<file path="config.mk">
export PLATFORM = sky130hd
export DESIGN_NAME = csa_accum_ctrl
export DESIGN_NICKNAME = d
export VERILOG_FILES = /design/src/rtl/csa_accum_ctrl.sv
export SDC_FILE = /design/constraint.sdc
export NUM_CORES = 1
export LEC_CHECK = 0
export CAP_MARGIN = 20
export CORE_MARGIN = 1.5
export CORE_UTILIZATION = 30
export DETAILED_ROUTE_END_ITERATION = 8
export SLEW_MARGIN = 20
export SYNTH_ARGS = -nofsm -noshare
export SYNTH_HDL_FRONTEND = slang
export SYNTH_SLANG_ARGS = --single-unit
</file>
<file path="constraint.sdc">
create_clock -name clk -period 2.2 [get_ports clk]
set_input_delay 0.66 -clock clk [delete_from_list [all_inputs] [get_ports clk]]
set_output_delay 0.66 -clock clk [all_outputs]
set_load 0.05 [all_outputs]
</file>
<file path="src/rtl/csa_accum_ctrl.sv">
// csa_accum_ctrl: streams W-bit unsigned operands into a registered 3:2
// carry-save accumulator. On the last operand of a frame it resolves S+C
// with a single carry-propagate add and holds the result on a valid/ready
// output port.
// Optional build macro: CSA_ACC_SAT_EN makes out_sum saturate to all-ones
// for frames that overflowed. Without it the result is always the modular sum.
module csa_accum_ctrl #(
  parameter int unsigned W       = 4,
  parameter int unsigned MAX_OPS = 16
) (
  input  logic                                clk,
  input  logic                                rst_n,
  input  logic                                in_valid,
  output logic                                in_ready,
  input  logic [W-1:0]                        in_data,
  input  logic                                in_last,
  output logic                                out_valid,
  input  logic                                out_ready,
  output logic [W+$clog2(MAX_OPS)-1:0]        out_sum,
  output logic [$clog2(MAX_OPS):0]            out_count,
  output logic                                out_ovf,
  output logic                                busy
);

  localparam int unsigned ACC_W = W + $clog2(MAX_OPS);
  localparam int unsigned CNT_W = $clog2(MAX_OPS) + 1;

  typedef enum logic [1:0] {
    IDLE    = 2'd0,
    ACC     = 2'd1,
    RESOLVE = 2'd2,
    HOLD    = 2'd3
  } state_e;

  state_e             state_q, state_d;
  logic [ACC_W-1:0]   s_q, s_d;
  logic [ACC_W-1:0]   c_q, c_d;
  logic [CNT_W-1:0]   cnt_q, cnt_d;
  logic               ovf_q, ovf_d;
  logic [ACC_W-1:0]   out_sum_q, out_sum_d;
  logic [CNT_W-1:0]   out_count_q, out_count_d;
  logic               out_ovf_q, out_ovf_d;
  logic               out_valid_q, out_valid_d;
  logic               in_ready_q, in_ready_d;
  logic               busy_q, busy_d;

  logic               accept;
  logic [ACC_W-1:0]   d_ext;
  logic [ACC_W-1:0]   maj;
  logic [CNT_W-1:0]   cnt_inc;

  // Next-state, carry-save datapath and output register inputs.
  always_comb begin
    state_d     = state_q;
    s_d         = s_q;
    c_d         = c_q;
    cnt_d       = cnt_q;
    ovf_d       = ovf_q;
    out_sum_d   = out_sum_q;
    out_count_d = out_count_q;
    out_ovf_d   = out_ovf_q;
    out_valid_d = out_valid_q;

    accept  = in_valid & in_ready_q;
    d_ext   = ACC_W'(in_data);
    maj     = (s_q & c_q) | (s_q & d_ext) | (c_q & d_ext);
    cnt_inc = (cnt_q == {CNT_W{1'b1}}) ? cnt_q : cnt_q + CNT_W'(1);

    unique case (state_q)
      IDLE: begin
        if (accept) begin
          s_d     = d_ext;
          c_d     = '0;
          cnt_d   = CNT_W'(1);
          ovf_d   = 1'b0;
          state_d = in_last ? RESOLVE : ACC;
        end
      end
      ACC: begin
        if (accept) begin
          s_d   = s_q ^ c_q ^ d_ext;
          c_d   = {maj[ACC_W-2:0], 1'b0};
          cnt_d = cnt_inc;
          if (cnt_q == CNT_W'(MAX_OPS)) ovf_d = 1'b1;
          if (in_last) state_d = RESOLVE;
        end
      end
      RESOLVE: begin
`ifdef CSA_ACC_SAT_EN
        out_sum_d = ovf_q ? {ACC_W{1'b1}} : s_q + c_q;
`else
        out_sum_d = s_q + c_q;
`endif
        out_count_d = cnt_q;
        out_ovf_d   = ovf_q;
        out_valid_d = 1'b1;
        state_d     = HOLD;
      end
      HOLD: begin
        if (out_ready) begin
          out_valid_d = 1'b0;
          state_d     = IDLE;
        end
      end
      default: state_d = IDLE;
    endcase

    // Handshake/status flags are registered, so decode them from the next state.
    in_ready_d = (state_d == IDLE) || (state_d == ACC);
    busy_d     = (state_d != IDLE);
  end

  // State and datapath registers.
  always_ff @(posedge clk or negedge rst_n) begin
    if (!rst_n) begin
      state_q     <= IDLE;
      s_q         <= '0;
      c_q         <= '0;
      cnt_q       <= '0;
      ovf_q       <= 1'b0;
      out_sum_q   <= '0;
      out_count_q <= '0;
      out_ovf_q   <= 1'b0;
      out_valid_q <= 1'b0;
      in_ready_q  <= 1'b1;
      busy_q      <= 1'b0;
    end else begin
      state_q     <= state_d;
      s_q         <= s_d;
      c_q         <= c_d;
      cnt_q       <= cnt_d;
      ovf_q       <= ovf_d;
      out_sum_q   <= out_sum_d;
      out_count_q <= out_count_d;
      out_ovf_q   <= out_ovf_d;
      out_valid_q <= out_valid_d;
      in_ready_q  <= in_ready_d;
      busy_q      <= busy_d;
    end
  end

  assign in_ready  = in_ready_q;
  assign out_valid = out_valid_q;
  assign out_sum   = out_sum_q;
  assign out_count = out_count_q;
  assign out_ovf   = out_ovf_q;
  assign busy      = busy_q;

endmodule

</file>
==> flow_metrics.tcl, run 1 <==
set metrics [dict create \
    outcome "complete, but fails checks" \
    violations "DRC" \
    place.gp.congestion 0.7941 \
    grt_usage_pct 12.20 \
    syn_nets 231 \
    dp_hpwl_um 2800 \
    synth_seq_cells 40 \
    dr.first_iter.drc_count 58 \
    remaining_drc_errors 1 \
    rows 29 \
    path_class "flop to primary output" \
    finClkSkew_ns 0.005803 \
    final_cells 315 \
    crit_arrival_ns 1.45 \
    rsz0062_at_grt "no" \
    finalSetupViolations 0 \
    post-route-min-period_ns 2.107 \
    finalCritPeriodShare_pct 95.75 \
    place_area_sq_um 2344 \
    max-slew-margin-rel_pct 66.24 \
    tightest_slew_ns 0.5049 \
    insertion_delay_ns 0.29 \
    cts_inserted_buffers 5 \
    power.density_nw_per_um2 1383 \
    cp-end-kind "primary output" \
    cts_root_buffer "clkbuf_8" \
    worst_slack_ns 0.09345 \
    ys_seq_area_share_pct 49.54 \
    yosys_warnings 0 \
    synth.avg_cell_area_sq_um 9.727 \
    ant_nets 0 \
    grt-ovfl-total 0 \
    crit_fanout 2 \
    hp-class "input pin to asynchronous set/reset pin" \
    startpoint_type "flop" \
    synthDistinctLibCells 42 \
    most-common-layout-cells "nand2_1, dfrtp_1, o21ai_0, buf_4, inv_1" \
    core_region_area_sq_um 6422 \
    cp_slowest_cell "clkdlybuf4s50_1" \
    crit_family "buffers and inverters" \
    syn_inst 208 \
    grt_first_pass_wirelength_um 7100 \
    cts_tree "built" \
    utilization_pct 37.89 \
    port-buffer-count 25 \
    cts_resized 0 \
    start_util_pct 31.50 \
    h-tree-depth 2 \
    dieWidth_um 85.12 \
    cts.path.max_buffers 2 \
    die_y_um 85.12 \
    cts_setup_buffers 0 \
    cts.sinks 40 \
    slowest_delay_ns 0.80 \
    maxCapViolCount 0 \
    finalInstanceArea_sq_um 2434 \
    path_cells "clkdlybuf4s50_1" \
    path_clk_slew_ns 0.07 \
    pin_count 26 \
    irDropWorstVdd_mv 0.7609 \
    dieArea_sq_um 7245 \
    crit_required_ns 1.54 \
    grt_max_degree 22 \
    pre_cts_ws_ns 0.1186 \
    finalNetCount 260 \
    nFillCells 655 \
    areaGrowthSynthToFinish_pct 20.28 \
    vias 1513 \
    mostFrequentLayoutCell "nand2_1" \
    num_antenna_cells 0 \
    p_leak_nw 1.172 \
    ctsHoldBuffers 0 \
    avgViaCountPerCell 4.803 \
    grt_antenna_before_repair 0 \
    setup_tns_ns 0 \
    dp_cells 307 \
    netlist_area_sq_um 2023 \
    first_pass_iters 6 \
    hold_viol 0 \
    wire_per_inst_um 12.39 \
    routed_wl_um 3904 \
    grt_pass1_vias 1536 \
    max_freq_mhz 474.7 \
    slew_viol_final 0 \
    drive_above_1_share_pct 13.45 \
    critPathBufInv 1 \
]
==> sequential cells by signal, indices dropped and copies added, names as in the netlist <==
signal and count:
busy 1, c_q 7, cnt_q 5, in_ready 1
out_count 5, out_ovf 1, out_sum 8, out_valid 1
ovf_q 1, s_q 8, state_q 2
==> Yosys cell counts (all sizes together) <==
| library cell | count | area, sq um |
|---|---|---|
| nor2 | 5 | 23.77 |
| a21oi | 6 | 30.03 |
| clkbuf | 3 | 12.51 |
| a31o | 1 | 8.760 |
| nand3 | 4 | 20.02 |
| a22oi | 2 | 15.01 |
| xor2 | 2 | 17.52 |
| o31ai | 1 | 7.510 |
| o21a | 2 | 15.01 |
| dfrtp | 39 | 975.9 |
| nand4b | 1 | 8.760 |
| inv | 15 | 56.30 |
| a21boi | 1 | 7.510 |
| a211o | 1 | 8.760 |
| a21o | 3 | 22.52 |
| o2111ai | 1 | 8.760 |
| o21ai | 23 | 115.1 |
| nand2 | 50 | 187.7 |
| a22o | 2 | 17.52 |
| o211ai | 2 | 15.01 |
| fa | 4 | 80.08 |
| a31oi | 2 | 12.51 |
| nand3b | 3 | 35.03 |
| buf | 6 | 36.28 |
| o22a | 1 | 8.760 |
| dfstp | 1 | 26.28 |
| nand2b | 4 | 25.02 |
| nor2b | 1 | 6.260 |
| nor3 | 1 | 5.000 |
| nor4 | 1 | 6.260 |
| mux2i | 2 | 20.02 |
| ha | 10 | 125.1 |
| mux2 | 1 | 11.26 |
| and3 | 2 | 12.51 |
| nand4 | 3 | 18.77 |
| a32o | 2 | 20.02 |
==> report_power, final <==
part | leakage [nW] | total [mW] | switching [mW] | internal [mW]
sequential | 0.517 | 1.19 | 0.181 | 1.01
combinational | 0.609 | 1.68 | 1.08 | 0.598
clock | 0.0455 | 0.500 | 0.244 | 0.256
==> metrics by stage <==
step,hold slack [ns],power (mW)
floorplan,0.3644,2.422
global placement,0.4662,2.861
detailed placement,0.4632,2.891
CTS,0.3311,3.406
global route,0.3526,3.665
finish,0.3278,3.366
==> final cells by class <==
class | count | area [sq um] | area share [%]
Sequential cell | 40 | 1002 | 41.18
Multi-Input combinational cell | 144 | 915.9 | 37.64
Timing Repair Buffer | 31 | 272.8 | 11.21
Tap cell | 77 | 96.34 | 3.959
Clock buffer | 8 | 90.09 | 3.702
Inverter | 15 | 56.30 | 2.314
==> cells by family after synthesis <==
| logic type | synth area share [%] |
|---|---|
| flops | 49.54 |
| compound gates | 15.46 |
| simple gates | 17.25 |
| fa+ha+maj | 10.14 |
| buf+inv | 5.194 |
| xor+xnor | 0.8660 |
| mux | 1.546 |
==> per-layer routing <==
metal	global-route usage (%)	vias up	share of wire [%]
li1	-	772	-
met1	16.81	700	51
met2	17.97	33	42
met3	3.502	8	4.7
met4	5.067	0	2.0
met5	0	-	0
==> path summary, 6_finish.rpt <==
check,startpoint,to,slack (ns),depth (start not counted)
setup / recovery,out_valid,out_valid,0.09,1
hold / removal,rst_n,out_sum[2],0.33,1
setup reg to reg,cnt_q[0],cnt_q[3],0.42,7
hold reg to reg,out_count[2],out_count[2],0.48,2
max in group asynchronous,rst_n,cnt_q[4],1.38,2
min in group clk,out_count[2],out_count[2],0.48,2
Note: power is estimated with default switching activity, not from simulation.
==> run 2: changes to the inputs <==
REMOVE_ABC_BUFFERS = 1   (was default)
==> run 2 against run 1 <==
The run still ends with DRC left. Utilization up 0.21 points. Sequential share of layout area fell by 0.23 points. Hold slack improved by 0.099 ns. Critical path depth is the same. Critical path type unchanged. Largest cell class unchanged.
==> flow_metrics.tcl, run 2 (synthesized netlist as in run 1, its figures left out) <==
set metrics [dict create \
    outcome "complete, but fails checks" \
    violations "DRC" \
    slowest_delay_ns 0.80 \
    max_freq_mhz 474.0 \
    post-route-min-period_ns 2.110 \
    avgViaCountPerCell 4.787 \
    dieArea_sq_um 7245 \
    cts_setup_buffers 0 \
    die_y_um 85.12 \
    ant_nets 0 \
    hp-class "input pin to asynchronous set/reset pin" \
    rows 29 \
    finalNetCount 259 \
    tightest_slew_ns 0.5300 \
    hold_viol 0 \
    multi_input_area_sq_um 915.9 \
    critPathBufInv 1 \
    startpoint_type "flop" \
    crit_arrival_ns 1.45 \
    areaGrowthSynthToFinish_pct 20.96 \
    grt_first_pass_wirelength_um 6858 \
    grt_usage_pct 11.94 \
    mostFrequentLayoutCell "nand2_1" \
    cp_slowest_cell "clkdlybuf4s50_1" \
    rsz0062_at_grt "no" \
    grt-ovfl-total 0 \
    final_cells 314 \
    cts_inserted_buffers 5 \
    insertion_delay_ns 0.29 \
    cts.sinks 40 \
    routed_wl_um 3890 \
    grt_pass1_vias 1445 \
    dp_hpwl_um 2708 \
    crit_family "buffers and inverters" \
    slew_viol_final 0 \
    h-tree-depth 2 \
    wire_per_inst_um 12.39 \
    setup_tns_ns 0 \
    dieWidth_um 85.12 \
    grt_max_degree 41 \
    path_class "flop to primary output" \
    vias 1503 \
    nFillCells 648 \
    finalCritPeriodShare_pct 95.90 \
    place.gp.congestion 0.7348 \
    max-slew-margin-rel_pct 64.66 \
    ctsHoldBuffers 0 \
    p_leak_nw 1.175 \
    regArea_sq_um 1002 \
    maxCapViolCount 0 \
    holdWs_ns 0.4271 \
    cts_tree "built" \
    finClkSkew_ns 0.004291 \
    port-buffer-count 25 \
    cts.path.max_buffers 2 \
    grt_antenna_before_repair 0 \
    cp-end-kind "primary output" \
    power.density_nw_per_um2 1417 \
    most-common-layout-cells "nand2_1, dfrtp_1, o21ai_0" \
    crit_required_ns 1.54 \
    crit_fanout 2 \
    pin_count 26 \
    remaining_drc_errors 3 \
    irDropWorstVdd_mv 0.6861 \
    drive_above_1_share_pct 13.92 \
    cts_resized 0 \
    cts_root_buffer "clkbuf_8" \
    first_pass_iters 6 \
    path_clk_slew_ns 0.08 \
    dr.first_iter.drc_count 75 \
    path_cells "clkdlybuf4s50_1" \
    num_antenna_cells 0 \
    finalPower_mw 3.468 \
    finalSetupViolations 0 \
    dp_cells 306 \
    start_util_pct 31.50 \
    core_region_area_sq_um 6422 \
]
==> run 2: cell count changes in the layout (fill, tap and decap cells not counted), sizes merged <==
cell and delta:
clkinvlp +1, buf -1, bufinv +1, clkinv +1, clkbuf -3
==> run 2: layout make-up <==
| class | count | area share, % |
|---|---|---|
| Multi-Input combinational cell | 144 | 37.42 |
| Inverter | 15 | 2.301 |
| Sequential cell | 40 | 40.95 |
| Clock inverter | 3 | 1.738 |
| Timing Repair Buffer | 30 | 10.84 |
| Tap cell | 77 | 3.937 |
| Clock buffer | 5 | 2.812 |
==> run 2: path summary, 6_finish.rpt <==
path	cells after the start	slack [ns]	end	from
hold reg to reg	2	0.48	out_sum[3]	out_sum[3]
max in group asynchronous	2	1.41	in_ready	rst_n
setup reg to reg	7	0.43	out_sum[7]	s_q[1]
setup / recovery	1	0.09	out_sum[5]	out_sum[5]
min in group clk	2	0.48	out_sum[3]	out_sum[3]
hold / removal	2	0.43	c_q[1]	rst_n
==> run 2: per-stage QoR <==
step / area, sq um / utilization, % / setup slack, ns
final: 2447 / 38.11 / 0.09027
after global routing: 2447 / 38.11 / 0.03183
after floorplan: 1974 / - / 0.5444
after CTS: 2447 / 38.11 / 0.07274
after detailed placement: 2336 / 36.37 / 0.1018
after global placement: 2336 / 36.37 / 0.1468
==> run 2: where the power goes <==
group | switching [mW] | internal, mW
Clock | 0.262 | 0.336
Sequential | 0.177 | 1.01
Combinational | 1.09 | 0.599
==> run 2: metal layers <==
metal | vias up | wire, um | share of wire, % | global-route usage, %
met4 | 0 | 55 | 1.4 | 4.024
met1 | 701 | 1915 | 49 | 16.39
li1 | 769 | - | - | -
met5 | - | 0 | 0 | 0
met2 | 27 | 1731 | 44 | 18.33
met3 | 6 | 188 | 4.8 | 3.210
==> run 3: changes to the inputs <==
PLACE_DENSITY = 0.46   (was default)
==> run 3 against run 2 <==
The run now ends clean. Total power up 0.81%. Maximum frequency down 0.85%. First-iteration DRC count increased by 20%. Global-route usage grew 0.22 points. Routed wire length rose by 4.3%. Count of clock-buffer cells in the layout did not move. Cell area increased by 1.3%. Register-to-register slack about the same. Combinational power barely moved. Non-clock buffer count up 1. Utilization increased by 0.51 points. Via count shrank 1.1%.
==> flow_metrics.tcl, run 3 (synthesized netlist as in run 1, its figures left out) <==
set metrics [dict create \
    outcome "completed" \
    crit_family "buffers and inverters" \
    pre_cts_ws_ns 0.1106 \
    p_leak_nw 1.164 \
    reg2reg_to "cnt_q[3]" \
    rows 29 \
    grt_first_pass_wirelength_um 6934 \
    dp_cells 307 \
    finalNetCount 260 \
    cts_tree "built" \
    crit_required_ns 1.54 \
    start_util_pct 31.50 \
    max_freq_mhz 470.0 \
    wire_per_inst_um 12.88 \
    most-common-layout-cells "nand2_1, dfrtp_1, clkdlybuf4s50_1" \
    grt_max_degree 30 \
    dieWidth_um 85.12 \
    finalCritPeriodShare_pct 96.72 \
    place.gp.congestion 0.6954 \
    drive_above_1_share_pct 10.08 \
    grt_usage_pct 12.16 \
    worst_slack_ns 0.07220 \
    insertion_delay_ns 0.30 \
    holdWs_ns 0.2779 \
    avgViaCountPerCell 4.717 \
    post-route-min-period_ns 2.128 \
    slew_viol_final 0 \
    path_cells "clkdlybuf4s50_1" \
    max-slew-margin-rel_pct 63.99 \
    cp_slowest_cell "clkdlybuf4s50_1" \
    worstRegToRegCells 7 \
    num_antenna_cells 0 \
    die_y_um 85.12 \
    timing.rr.start "cnt_q[0]" \
    core_region_area_sq_um 6422 \
    vias 1486 \
    ant_nets 0 \
    crit_arrival_ns 1.47 \
    finClkSkew_ns 0.01125 \
    grt_pass1_vias 1448 \
    remaining_drc_errors 0 \
    cts_setup_buffers 0 \
    mostFrequentLayoutCell "nand2_1" \
    cts.sinks 40 \
    critPathBufInv 1 \
    areaGrowthSynthToFinish_pct 22.57 \
    grt_antenna_before_repair 0 \
    first_pass_iters 4 \
    cts.path.max_buffers 2 \
    cts_root_buffer "clkbuf_8" \
    startpoint_type "flop" \
    routed_wl_um 4058 \
    cts_inserted_buffers 5 \
    tightest_slew_ns 0.5402 \
    power.density_nw_per_um2 1410 \
    slowest_delay_ns 0.81 \
    ctsHoldBuffers 0 \
    cp-end-kind "primary output" \
    path_clk_slew_ns 0.09 \
    port-buffer-count 25 \
    maxCapViolCount 0 \
    dieArea_sq_um 7245 \
    pin_count 26 \
    grt-ovfl-total 0 \
    final_cells 315 \
    h-tree-depth 2 \
    cts_resized 0 \
    dr.first_iter.drc_count 90 \
    reg2reg_slack_ns 0.43 \
    setup_tns_ns 0 \
    irDropWorstVdd_mv 0.4184 \
    crit_fanout 2 \
    finalSetupViolations 0 \
    rsz0062_at_grt "no" \
    nFillCells 652 \
    path_class "flop to primary output" \
    dp_hpwl_um 2936 \
    hp-class "input pin to asynchronous set/reset pin" \
    hold_viol 0 \
]
[run 3: power by group]
group	internal (mW)	leakage, nW	switching [mW]
combinational	0.621	0.593	1.09
sequential	1.01	0.517	0.174
clock	0.336	0.0541	0.269
total	1.96	1.16	1.53
[run 3: area by class of cell]
| type | count | area, sq um | share of cell area [%] |
|---|---|---|---|
| multi-input cells | 144 | 915.9 | 36.93 |
| well taps | 77 | 96.34 | 3.885 |
| inverters | 15 | 56.30 | 2.270 |
| flip-flops and latches | 40 | 1002 | 40.41 |
| clock inverters | 3 | 42.54 | 1.715 |
| clock buffers | 5 | 68.82 | 2.775 |
| repair buffers | 31 | 297.8 | 12.01 |
[run 3: worst max path at each step]
stage | startpoint | endpoint | slack, ns | cells after the start
after CTS | out_sum[1] | out_sum[1] | 0.04 | 1
final | out_sum[1] | out_sum[1] | 0.07 | 1
after global placement | in_data[3] | s_q[3] | 0.14 | 6
after detailed placement | in_data[3] | s_q[3] | 0.11 | 6
after floorplan | cnt_q[0] | cnt_q[3] | 0.54 | 7
after global routing | out_sum[7] | out_sum[7] | 0.01 | 1
[run 3: per-layer routing]
metal / track usage (%) / share of wire (%)
met4: 4.918 / 1.8
met2: 18.69 / 45
met5: 0 / 0
met1: 16.64 / 50
met3: 2.724 / 3.1
[run 3: through the flow]
step	cell area [sq um]	power [mW]	util, %
after floorplan	1974	2.366	-
after global placement	2369	2.925	36.88
after detailed placement	2369	2.936	36.88
after CTS	2480	3.556	38.61
after global routing	2480	3.767	38.61
final	2480	3.496	38.61
